==> config.mk <==
export PLATFORM = sky130hd
export DESIGN_NAME = nano_cpu_flat
export DESIGN_NICKNAME = d
export VERILOG_FILES = /design/src/rtl/nano_pkg.sv /design/src/rtl/nano_cpu_if.sv /design/src/rtl/nano_alu.sv /design/src/rtl/nano_cpu.sv /design/src/flat_wrapper.sv
export SDC_FILE = /design/constraint.sdc
export NUM_CORES = 1
export LEC_CHECK = 0
export CORE_MARGIN = 2
export CORE_UTILIZATION = 30
export DETAILED_ROUTE_END_ITERATION = 12
export PLACE_DENSITY = 0.48
export SYNTH_ARGS = -nofsm -noshare
export SYNTH_HDL_FRONTEND = slang
export SYNTH_HIERARCHICAL = 1
export SYNTH_SLANG_ARGS = --single-unit
==> constraint.sdc <==
create_clock -name ck -period 5.7 [get_ports ck]
set_clock_uncertainty 0.1 [all_clocks]
set_input_delay 0.855 -clock ck [delete_from_list [all_inputs] [get_ports ck]]
set_output_delay 0.855 -clock ck [all_outputs]
set_load 0.02 [all_outputs]
==> src/rtl/nano_pkg.sv <==
// Shared types and width constants for the nano CPU core.
package nano_pkg;

    localparam int unsigned DataW   = 16;
    localparam int unsigned AddrW   = 8;
    localparam int unsigned NumRegs = 16;

    typedef enum logic [3:0] {
        OpRead   = 4'h0,
        OpWrite  = 4'h1,
        OpJmp    = 4'h2,
        OpBranch = 4'h3,
        OpXor    = 4'h4,
        OpAnd    = 4'h5,
        OpAdd    = 4'h6,
        OpLess   = 4'h7,
        OpInc    = 4'h8,
        OpDec    = 4'h9,
        OpEnd    = 4'hF
    } opcode_e;

    typedef enum logic [1:0] {
        StFetch,
        StExec,
        StHalt
    } state_e;

endpackage

==> src/rtl/nano_cpu_if.sv <==
// Word-memory bus between the nano CPU (master) and its 256x16 memory (slave).
interface nano_cpu_if;
    import nano_pkg::*;

    logic [AddrW-1:0] address;
    logic [DataW-1:0] dataR;
    logic [DataW-1:0] dataW;
    logic             ce;
    logic             we;

    modport master (
        output address,
        output dataW,
        output ce,
        output we,
        input  dataR
    );

    modport slave (
        input  address,
        input  dataW,
        input  ce,
        input  we,
        output dataR
    );

endinterface

==> src/rtl/nano_alu.sv <==
// Combinational ALU for the nano CPU register-to-register instructions.
module nano_alu
    import nano_pkg::*;
(
    input  opcode_e          op_i,
    input  logic [DataW-1:0] a_i,
    input  logic [DataW-1:0] b_i,
    output logic [DataW-1:0] result_o
);

    always_comb begin
        result_o = '0;
        case (op_i)
            OpXor:   result_o = a_i ^ b_i;
            OpAnd:   result_o = a_i & b_i;
            OpAdd:   result_o = a_i + b_i;
            OpLess:  result_o = {{(DataW-1){1'b0}}, (a_i < b_i)};
            OpInc:   result_o = a_i + DataW'(1);
            OpDec:   result_o = a_i - DataW'(1);
            default: result_o = '0;
        endcase
    end

endmodule

==> src/rtl/nano_cpu.sv <==
// Two-cycle (fetch/execute) 16-bit CPU with a 16-entry register file on a word bus.
module nano_cpu
    import nano_pkg::*;
(
    input  logic       ck,
    input  logic       rst,
    nano_cpu_if.master bus
);

    state_e           state_q, state_d;
    logic [AddrW-1:0] pc_q, pc_d;
    logic [DataW-1:0] ir_q, ir_d;
    logic [DataW-1:0] regs_q [NumRegs];
    logic [DataW-1:0] regs_d [NumRegs];

    opcode_e          op;
    logic [3:0]       rt, rs1, rs2, r;
    logic [AddrW-1:0] maddr;
    logic [DataW-1:0] alu_res;

    assign op    = opcode_e'(ir_q[15:12]);
    assign rt    = ir_q[11:8];
    assign rs1   = ir_q[7:4];
    assign rs2   = ir_q[3:0];
    assign maddr = ir_q[11:4];
    assign r     = ir_q[3:0];

    nano_alu u_alu (
        .op_i     (op),
        .a_i      (regs_q[rs1]),
        .b_i      (regs_q[rs2]),
        .result_o (alu_res)
    );

    always_ff @(posedge ck) begin
        if (!rst) begin
            state_q <= StFetch;
            pc_q    <= '0;
            ir_q    <= '0;
            for (int i = 0; i < NumRegs; i++) begin
                regs_q[i] <= '0;
            end
        end else begin
            state_q <= state_d;
            pc_q    <= pc_d;
            ir_q    <= ir_d;
            for (int i = 0; i < NumRegs; i++) begin
                regs_q[i] <= regs_d[i];
            end
        end
    end

    always_comb begin
        state_d = state_q;
        case (state_q)
            StFetch: state_d = StExec;
            StExec:  state_d = (op == OpEnd) ? StHalt : StFetch;
            default: state_d = StHalt;
        endcase
    end

    always_comb begin
        pc_d   = pc_q;
        ir_d   = ir_q;
        regs_d = regs_q;
        if (state_q == StFetch) begin
            ir_d = bus.dataR;
            pc_d = pc_q + AddrW'(1);
        end else if (state_q == StExec) begin
            case (op)
                OpRead:   regs_d[r] = bus.dataR;
                OpJmp:    pc_d = maddr;
                OpBranch: if (regs_q[r] != '0) pc_d = maddr;
                OpXor, OpAnd, OpAdd, OpLess, OpInc, OpDec: regs_d[rt] = alu_res;
                default: ;
            endcase
        end
    end

    // Bus is forced idle while reset is held so an aborted WRITE never strobes.
    always_comb begin
        bus.address = pc_q;
        bus.ce      = 1'b0;
        bus.we      = 1'b0;
        bus.dataW   = '0;
        if (!rst) begin
            bus.address = '0;
        end else begin
            case (state_q)
                StFetch: bus.ce = 1'b1;
                StExec: begin
                    if (op == OpRead) begin
                        bus.address = maddr;
                        bus.ce      = 1'b1;
                    end else if (op == OpWrite) begin
                        bus.address = maddr;
                        bus.ce      = 1'b1;
                        bus.we      = 1'b1;
                        bus.dataW   = regs_q[r];
                    end
                end
                default: ;
            endcase
        end
    end

endmodule

==> src/flat_wrapper.sv <==
// flat-port wrapper written by rule: the top's interface ports become plain ports
module nano_cpu_flat import nano_pkg::*;
  (ck, rst, bus_address, bus_dataW, bus_ce, bus_we, bus_dataR);
  nano_cpu_if bus_i ();
  input  logic ck;
  input  logic rst;
  output wire logic [$bits(bus_i.address)-1:0] bus_address;
  output wire logic [$bits(bus_i.dataW)-1:0] bus_dataW;
  output wire logic [$bits(bus_i.ce)-1:0] bus_ce;
  output wire logic [$bits(bus_i.we)-1:0] bus_we;
  input wire logic [$bits(bus_i.dataR)-1:0] bus_dataR;
  assign bus_address = bus_i.address;
  assign bus_dataW = bus_i.dataW;
  assign bus_ce = bus_i.ce;
  assign bus_we = bus_i.we;
  assign bus_i.dataR = bus_dataR;
  nano_cpu u_core (.ck(ck), .rst(rst), .bus(bus_i));
endmodule
==> results_dict.tcl, run 1 <==
set metrics [dict create \
    end_kind "flip-flop" \
    yosysWarnings 6 \
    die_x_um 256 \
    p_leak_nw 10.2 \
    placed_cells 2755 \
    required_ps 6050 \
    dr.pass1.iters 8 \
    cp_data_arrival_time_ps 5870 \
    synthArstFlopShare_pct 0 \
    cts-root-buf "clkbuf_16" \
    vias 17900 \
    min_period_ps 5520 \
    grt-ovfl-total 0 \
    wl_met1_um 35800 \
    ant_nets 0 \
    finalCritPeriodShare_pct 96.8 \
    grt_pass1_wl_um 122000 \
    grt_pass1_vias 17200 \
    maxCapViolCount 0 \
    dieArea_sq_mm 0.0654 \
    final_common_cell "nand2_1" \
    portBuffers 43 \
    finalSetupTns_ps 0 \
    synthCells 2000 \
    drive_gt1_share_pct 20.2 \
    final_util_pct 35.1 \
    fin_nets 2022 \
    diodes 0 \
    drc 0 \
    path_max_fanout 15 \
    initialDrtViolationCount 2132 \
    via_per_inst 6.33 \
    hpwl_um 53300 \
    critPathKind "flip-flop to flip-flop" \
    met2_length_um 36900 \
    outcome "finished clean" \
    io_pins 44 \
    syn_area_per_cell_sq_um 9.50 \
    layoutNonFillerInstCount 2824 \
    multiInputGateArea_sq_mm 0.0125 \
    cts_tree "done" \
    wl_per_cell_um 30.1 \
    hold_viol 0 \
    slew_headroom_pct 16.3 \
    clkLatencyLatePin_ps 570 \
    fill_cells 6438 \
    startpoint_type "flip-flop" \
    path_clk_slew_ps 60 \
    fp.coreArea_sq_mm 0.0629 \
    synthToLayoutAreaGrowth_pct 16.2 \
    grt_max_degree 107 \
    ys_ff_latch 282 \
    final_cell_mix "nand2_1, a22oi_1, dfxtp_1" \
    rows 92 \
    clkSinkCount 282 \
    gp_congestion 0.870 \
    fin_ws_ps 184 \
    syn_nets 2068 \
    p_per_area_mw_per_mm2 262 \
    syn_area_sq_mm 0.0190 \
    synth_edf_count 0 \
    cts.path.max_buffers 3 \
    rsz0062_at_grt "false" \
    regArea_sq_mm 0.00566 \
    timing.fmax_mhz 181 \
    die_h_um 256 \
    track_usage_pct 25.3 \
    dr_wl_met3_um 8660 \
    dp_slack_ps 78.4 \
    synth_cell_types 66 \
    slew_viol_final 0 \
    synth_top_flop_cell "dfxtp_1" \
    numCtsBuffers 37 \
    seq_area_frac_synth_pct 29.7 \
    start_util_pct 30.2 \
    h-tree-depth 2 \
    worst_pin_slew_ps 1250 \
    peakVddDrop_v 0.000166 \
    highest_layer "met4" \
    grt_antenna_before_repair 1 \
    setup_violations 0 \
    min_path_type "flip-flop to flip-flop" \
    wl_um 84900 \
]
## worst paths after layout
| kind | slack, ps | start | to | cells after the start |
|---|---|---|---|---|
| hold / removal | 420 | u_core/regs_q[204] | u_core/regs_q[204] | 1 |
| hold reg to reg | 420 | u_core/regs_q[204] | u_core/regs_q[204] | 1 |
| setup / recovery | 180 | u_core/ir_q[2] | u_core/regs_q[188] | 22 |
| setup reg to reg | 180 | u_core/ir_q[2] | u_core/regs_q[188] | 22 |
## routing by layer
layer / track usage [%] / up-vias
met4: 11.1 / 0
met5: 0 / -
met3: 6.04 / 166
met2: 38.0 / 1002
li1: - / 7576
met1: 34.3 / 9135
## sequential cells by signal, indices dropped and copies added, names as in the netlist
signal	cells
u_core/regs_q	256
u_core/state_q	2
u_core/ir_q	16
u_core/pc_q	8
## power by group
| part | switching (mW) | leakage, nW | total (mW) | internal [mW] |
|---|---|---|---|---|
| Clock | 0.949 | 0.577 | 2.33 | 1.38 |
| Sequential | 0.0673 | 2.28 | 2.08 | 2.02 |
| Combinational | 0.823 | 7.36 | 1.36 | 0.538 |
## critical path, stage by stage (launching register included)
cell       delay [ps]
dfxtp_1           620
and2_1            760
a221oi_1          210
buf_4             230
inv_1             100
inv_1              60
ha_1              220
buf_4             150
xnor2_1           170
a21oi_1           100
ha_1              330
nor2b_1           170
o31ai_2           250
a2bb2oi_1         140
a21o_1            210
a211oi_1          320
xor2_1            240
o221ai_1          180
and2_1            230
buf_12            160
a22oi_1           180
nand2_1            90
o211a_1           170
## synthesized netlist by cell type, types with 5 or more instances
cell type | instances | area [sq um]
a211oi_1 | 7 | 52.6
a211oi_2 | 5 | 62.6
a21boi_0 | 20 | 150
a21o_1 | 6 | 45.0
a21oi_1 | 57 | 285
a22oi_1 | 280 | 2100
and2_0 | 7 | 43.8
and2_1 | 12 | 75.1
and4_1 | 5 | 43.8
buf_1 | 20 | 75.1
buf_2 | 34 | 170
clkbuf_1 | 196 | 736
dfxtp_1 | 282 | 5650
ha_1 | 49 | 613
inv_1 | 26 | 97.6
mux2i_1 | 5 | 50.1
mux4_2 | 145 | 3270
nand2_1 | 339 | 1270
nand2b_1 | 17 | 106
nand3_1 | 11 | 55.1
nor2_1 | 51 | 191
nor2b_1 | 13 | 81.3
nor3_1 | 23 | 115
nor4_1 | 8 | 50.1
o211a_1 | 256 | 2560
o211ai_1 | 5 | 37.5
o21a_1 | 5 | 37.5
o21ai_0 | 16 | 80.1
o221ai_1 | 13 | 114
xnor2_1 | 20 | 175
xor2_1 | 9 | 78.8
## area by class of cell
| class | instances | area share [%] |
|---|---|---|
| Multi-Input combinational cell | 1436 | 56.6 |
| Sequential cell | 282 | 25.7 |
| Timing Repair Buffer | 171 | 7.19 |
| Clock buffer | 56 | 5.03 |
| Tap cell | 846 | 4.80 |
| Inverter | 26 | 0.442 |
| Clock inverter | 7 | 0.301 |
## through the flow
| step | cell area (sq um) | total power, mW | hold slack (ps) |
|---|---|---|---|
| 2_1_floorplan | 19000 | 2.93 | 383 |
| 3_3_place_gp | 20800 | 3.42 | 393 |
| 3_5_place_dp | 20800 | 3.43 | 405 |
| 4_1_cts | 21900 | 5.76 | 418 |
| 5_1_grt | 22100 | 5.97 | 431 |
| 6_report | 22100 | 5.78 | 417 |
## timing repair
action	in CTS	in global routing
hold buffers	0	0
hold endpoints to repair	0	0
resized for setup	0	15
setup buffers	0	6
setup endpoints to repair	0	118
## cells by family after synthesis
kind of cell | share of synthesized area (%)
adders and majority gates | 3.33
buffers and inverters | 5.99
DFF | 29.7
AOI/OAI and AO/OA | 30.3
and+or+nand+nor | 11.8
muxes | 17.5
xor gates and xnor gates | 1.34
(Power assumes the default switching activity.)
==> inputs of run 2 (changes only) <==
- CTS_BUF_LIST: not set -> sky130_fd_sc_hd__clkbuf_4
==> run 2 against run 1 <==
  * Sequential power is essentially flat
  * First-iteration DRC count grew 12%
  * Non-clock buffer count grew 1
  * Critical path depth grew 2
  * Clock-buffer cell count grew 84
  * Highest routed layer unchanged
  * Register-to-register slack gained 90 ps
  * Via count grew 2.1%
  * Routed wire length grew 0.60%
  * Clock power shrank 9.0%
  * Die area is the same
  * Combinational power is essentially flat
==> results_dict.tcl, run 2 (synthesis results as in run 1) <==
set metrics [dict create \
    use_met1_pct 34.8 \
    top_register "u_core/regs_q" \
    p_leak_nw 10.3 \
    end_kind "flip-flop" \
    p_per_area_mw_per_mm2 253 \
    rows 92 \
    die_x_um 256 \
    grt_max_degree 107 \
    portBuffers 43 \
    worst_pin_slew_ps 1260 \
    vias 18200 \
    min_period_ps 5430 \
    hold_viol 0 \
    gp_congestion 0.870 \
    start_util_pct 30.2 \
    cts_tree "done" \
    use_met3_pct 6.27 \
    worstPathCellList "buf_12 -> mux4_2 -> a22o_1 -> a221oi_1 -> buf_4 -> inv_1 -> inv_1 -> ha_1 -> nand3_1 -> or4_1 -> xnor2_1 -> a21oi_1 -> ha_1 -> and3_2 -> a21oi_2 -> o211ai_1 -> a21oi_2 -> xor2_1 -> o221ai_2 -> and2_4 -> buf_12 -> a22oi_1 -> nand2_1 -> o211a_1" \
    synthToLayoutAreaGrowth_pct 16.1 \
    initialDrtViolationCount 2383 \
    required_ps 6310 \
    dpl-instance-area_sq_mm 0.0208 \
    cp_data_arrival_time_ps 6030 \
    path_clk_slew_ps 60 \
    grt_pass1_vias 17600 \
    final_common_cell "nand2_1" \
    cts-root-buf "clkbuf_4" \
    ant_nets 0 \
    wl_per_cell_um 29.2 \
    startpoint_type "flip-flop" \
    critPathKind "flip-flop to flip-flop" \
    fin_nets 2077 \
    cts.path.max_buffers 3 \
    track_usage_pct 25.5 \
    h-tree-depth 3 \
    maxCapViolCount 0 \
    timing.fmax_mhz 184 \
    drc 0 \
    finalCritPeriodShare_pct 95.2 \
    setup_violations 0 \
    via_per_inst 6.25 \
    max_stage_delay_ps 500 \
    outcome "finished clean" \
    clkLatencyLatePin_ps 850 \
    final_cell_mix "nand2_1, a22oi_1, dfxtp_1" \
    die_h_um 256 \
    grt_pass1_wl_um 123000 \
    busiest_layer "met2" \
    dieArea_sq_mm 0.0654 \
    fp.coreArea_sq_mm 0.0629 \
    met2_usage_pct 38.1 \
    grt_antenna_before_repair 3 \
    peakVddDrop_v 0.000121 \
    path_buf_inv 5 \
    path_max_fanout 15 \
    io_pins 44 \
    slew_headroom_pct 16.1 \
    fin_area_sq_mm 0.0221 \
    grt-ovfl-total 0 \
    hpwl_um 53300 \
    dr.pass1.iters 5 \
    clkSinkCount 282 \
    min_path_type "flip-flop to flip-flop" \
    reg_top3 "u_core/regs_q (256), u_core/ir_q (16), u_core/pc_q (8)" \
    drive_gt1_share_pct 24.0 \
    critical_path.top_delay_family "compound AO/OA/AOI/OAI gates" \
    numCtsBuffers 90 \
    critPathSlowestCell "mux4_2" \
    largest_reg_flops 256 \
    wl_um 85400 \
    slew_viol_final 0 \
    final_util_pct 35.1 \
]
## run 2: cell types whose count changed in the layout (fill, tap and decap cells not counted), sizes merged
| cell | before | now |
|---|---|---|
| and2 | 20 | 21 |
| buf | 128 | 129 |
| clkbuf | 57 | 141 |
| clkinv | 4 | 10 |
| clkinvlp | 1 | 0 |
| diode | 0 | 5 |
| inv | 27 | 28 |
## run 2: through the flow
stage / hold WS [ps] / total power, mW / cells / worst slack (ps) / setup TNS [ps]
floorplan: 383 / 2.93 / 2000 / 460 / 0
global placement: 393 / 3.42 / 2755 / 216 / 0
detailed placement: 405 / 3.43 / 2755 / 78.4 / 0
CTS: 417 / 5.57 / 2908 / 64.4 / 0
global route: 432 / 5.83 / 2921 / -0.442 / -0.442
finish: 415 / 5.58 / 2921 / 272 / 0
## run 2: area by class of cell
type | instances | area, sq um
antenna | 5 | 12.5
clock buffer | 140 | 1050
clock inverter | 13 | 80.1
fill | 6491 | 40800
inverter | 26 | 97.6
multi-input combinational | 1437 | 12500
sequential | 282 | 5660
tap | 846 | 1060
timing repair buffer | 172 | 1590
## run 2: layer usage
| layer | vias up | part of all wire, % |
|---|---|---|
| li1 | 7766 | - |
| met1 | 9174 | 42 |
| met2 | 1098 | 43 |
| met3 | 208 | 10 |
| met4 | 0 | 4.3 |
| met5 | - | 0 |
## run 2: report_power, final
| group | internal [mW] | total, mW | switching (mW) |
|---|---|---|---|
| combinational | 0.543 | 1.37 | 0.830 |
| clock | 1.14 | 2.12 | 0.980 |
| sequential | 2.02 | 2.08 | 0.0672 |
| total | 3.70 | 5.58 | 1.88 |
## run 2: path summary, 6_finish.rpt
path | start | to | slack (ps) | depth (start not counted)
max | u_core/ir_q[0] | u_core/regs_q[45] | 270 | 24
min | u_core/regs_q[204] | u_core/regs_q[204] | 420 | 1
max reg2reg | u_core/ir_q[0] | u_core/regs_q[45] | 270 | 24
min reg2reg | u_core/regs_q[204] | u_core/regs_q[204] | 420 | 1
## run 2: timing repair
action,CTS,global route
resized for setup,1,19
endpoints found under the hold margin,0,0
hold buffers,0,0
setup buffers,0,7
endpoints found under the setup margin,4,124
pin swaps,0,3
cloned,0,1
==> variant, RTL diff (settings of run 2) <==
Change the package constant `DataW` from 16 to 17.
--- a/src/rtl/nano_pkg.sv
+++ b/src/rtl/nano_pkg.sv
@@ -2,5 +2,5 @@
 package nano_pkg;
 
-    localparam int unsigned DataW   = 16;
+    localparam int unsigned DataW   = 17;
     localparam int unsigned AddrW   = 8;
     localparam int unsigned NumRegs = 16;
Ports: changed (resized bus_dataR and bus_dataW); port bits go from 44 to 46. The function was not compared with the original's and may differ.
==> variant against run 2 <==
- the run now ends with max-capacitance violations, max-slew violations, negative setup slack left
- count of clock-buffer cells in the layout fell by 20
- cell area rose by 12%
- sequential share of layout area fell by 1.4 points
- routed wire length rose by 8.6%
- combinational power rose by 27%
- synthesized area rose by 7.5%
- critical path type unchanged
- hold slack got worse by 36 ps
- setup slack got worse by 450 ps
- global-route usage rose by 0.48 points
- critical endpoint is now u_core/regs_q[33]
- total power rose by 6.1%
- sequential cell count rose by 16
==> variant: results (changes against run 2) <==
| Metric | Value |
|---|---|
| Global-route wire length before repair | 135000 um (+9.4%) |
| Cell-internal power | 3.88 mW (+4.7%) |
| Syn avg cell area | 9.65 um^2 (+1.6%) |
| Status | complete, but fails checks |
| Initial antenna violation count | 2 (-1) |
| Failing checks | max-capacitance violations, max-slew violations, negative setup slack |
| Vias in the first global route | 19500 (+10%) |
| Pre-Repair DR Iteration Count | 6 (+1) |
| Seq/Total Area, Yosys | 29.2% (-0.51 points) |
| Gr usage total | 26.0% (+0.48 points) |
| Cell Pwr Density | 240 nW/um^2 (-5.1%) |
| DP HPWL | 57600 um (+8.2%) |
| Grt met2 use | 41.0% (+2.9 points) |
| Fillers | 6673 (+2.8%) |
| Placed insts | 3013 (+9.4%) |
| Fin nets | 2320 (+12%) |
| Pin count of the biggest net entering global routing | 93 (-13%) |
| LEAKAGE | 11.6 nW (+12%) |
| Maximum vdd drop | 0.0000923 V (-24%) |
| Grt met3 use | 6.15% (-0.12 points) |
| Share of cells above drive strength 1 | 30.5% (+6.5 points) |
| M1 GR Usage | 33.4% (-1.4 points) |
| Total Wirelength | 92700 um (+8.6%) |
| Post-synth top cells | nand2_1, dfxtp_1, a22oi_1 |
| Reg2reg path depth | 22 (-8.3%) |
| Hold endpoint | u_core/pc_q[2] |
| Max-slew headroom | -8.89% (-25 points) |
| Register area | 5980 um^2 (+5.7%) |
| Port bufs | 45 (+4.7%) |
| P_comb | 1.74 mW (+27%) |
| HP Start | rst |
| Post-CTS Resized | 46 (+45) |
| Worst Path Max Fanout | 8 (-7) |
| Synth unique cells | 74 (+12%) |
| TNS Setup | -5410 ps (-5410 ps) |
| Dominant cells by area after synthesis | dfxtp_1, mux4_2, o211a_1 |
| CTS buffer count | 87 (-3.3%) |
| Crit path DAT | 6480 ps (+450 ps) |
| Capture point of the worst reg-to-reg path | u_core/regs_q[33] |
| Min Hold Slack | 379 ps (-36.2 ps) |
| Hold-critical path depth | 3 (+2) |
| Setup violators final | 51 (+51) |
| Detailed router's first-iteration violation count | 2218 (-6.9%) |
| Max-slew violations | 9 (+9) |
| Setup WS pre-CTS | -745 ps (-823 ps) |
| Max_cap viols | 1 (+1) |
| Worst Slack Setup Final | -179 ps (-452 ps) |
| Number of post-CTS setup repair buffers | 12 (+12) |
| Largest regs | u_core/regs_q x272, u_core/ir_q x16, u_core/pc_q x8 |
| Via count | 19900 (+9.1%) |
| Final Instance Count excl. Fillers | 3169 (+8.5%) |
-- variant: cell count changes after synthesis, sizes merged, moves of 6 or more --
cell	change
a21o	+7
a22oi	+16
and2	+6
buf	+11
dfxtp	+16
mux4	+13
nand2	+29
o211a	+16
-- variant: final cells by class --
class	instances	share of cell area, %
inverters	25	0.381
clock buffers	120	3.65
clock inverters	15	0.335
flip-flops and latches	298	24.3
diodes	2	0.0203
multi-input cells	1527	56.2
repair buffers	309	10.7
well taps	873	4.43
-- variant: worst max-delay path, delay by kind of cell, from the launching register on --
family	cells	cell delay, ps
adder cells (fa/ha/maj)	2	490
XOR/XNOR	3	580
flip-flops	1	460
buffers and inverters	2	260
multiplexers	2	1000
AND/OR/NAND/NOR	7	1760
AO/OA/AOI/OAI	6	1110
-- variant: layer usage --
metal	up-vias	wire, um	share of wire (%)
li1	8474	-	-
met1	10100	36900	40
met2	1101	42700	46
met3	237	9160	9.9
met4	2	3940	4.3
met5	-	20	0.022
-- variant: worst max path at each step --
stage,from,end,slack [ps]
after detailed placement,u_core/ir_q[0],u_core/regs_q[84],-740
after global placement,u_core/ir_q[0],u_core/regs_q[101],-700
after global routing,u_core/ir_q[0],u_core/regs_q[49],-340
after CTS,u_core/ir_q[0],u_core/regs_q[33],-100
after floorplan,u_core/ir_q[1],u_core/regs_q[135],10
final,u_core/ir_q[0],u_core/regs_q[33],-180
-- variant: cells by family after synthesis --
group | after synthesis | synth area share [%]
adder cells (fa/ha/maj) | 53 | 3.28
buffers and inverters | 293 | 6.48
AND/OR/NAND/NOR | 546 | 12.1
XOR/XNOR | 27 | 1.16
AO/OA/AOI/OAI | 740 | 30.0
flip-flops | 298 | 29.2
multiplexers | 159 | 17.7
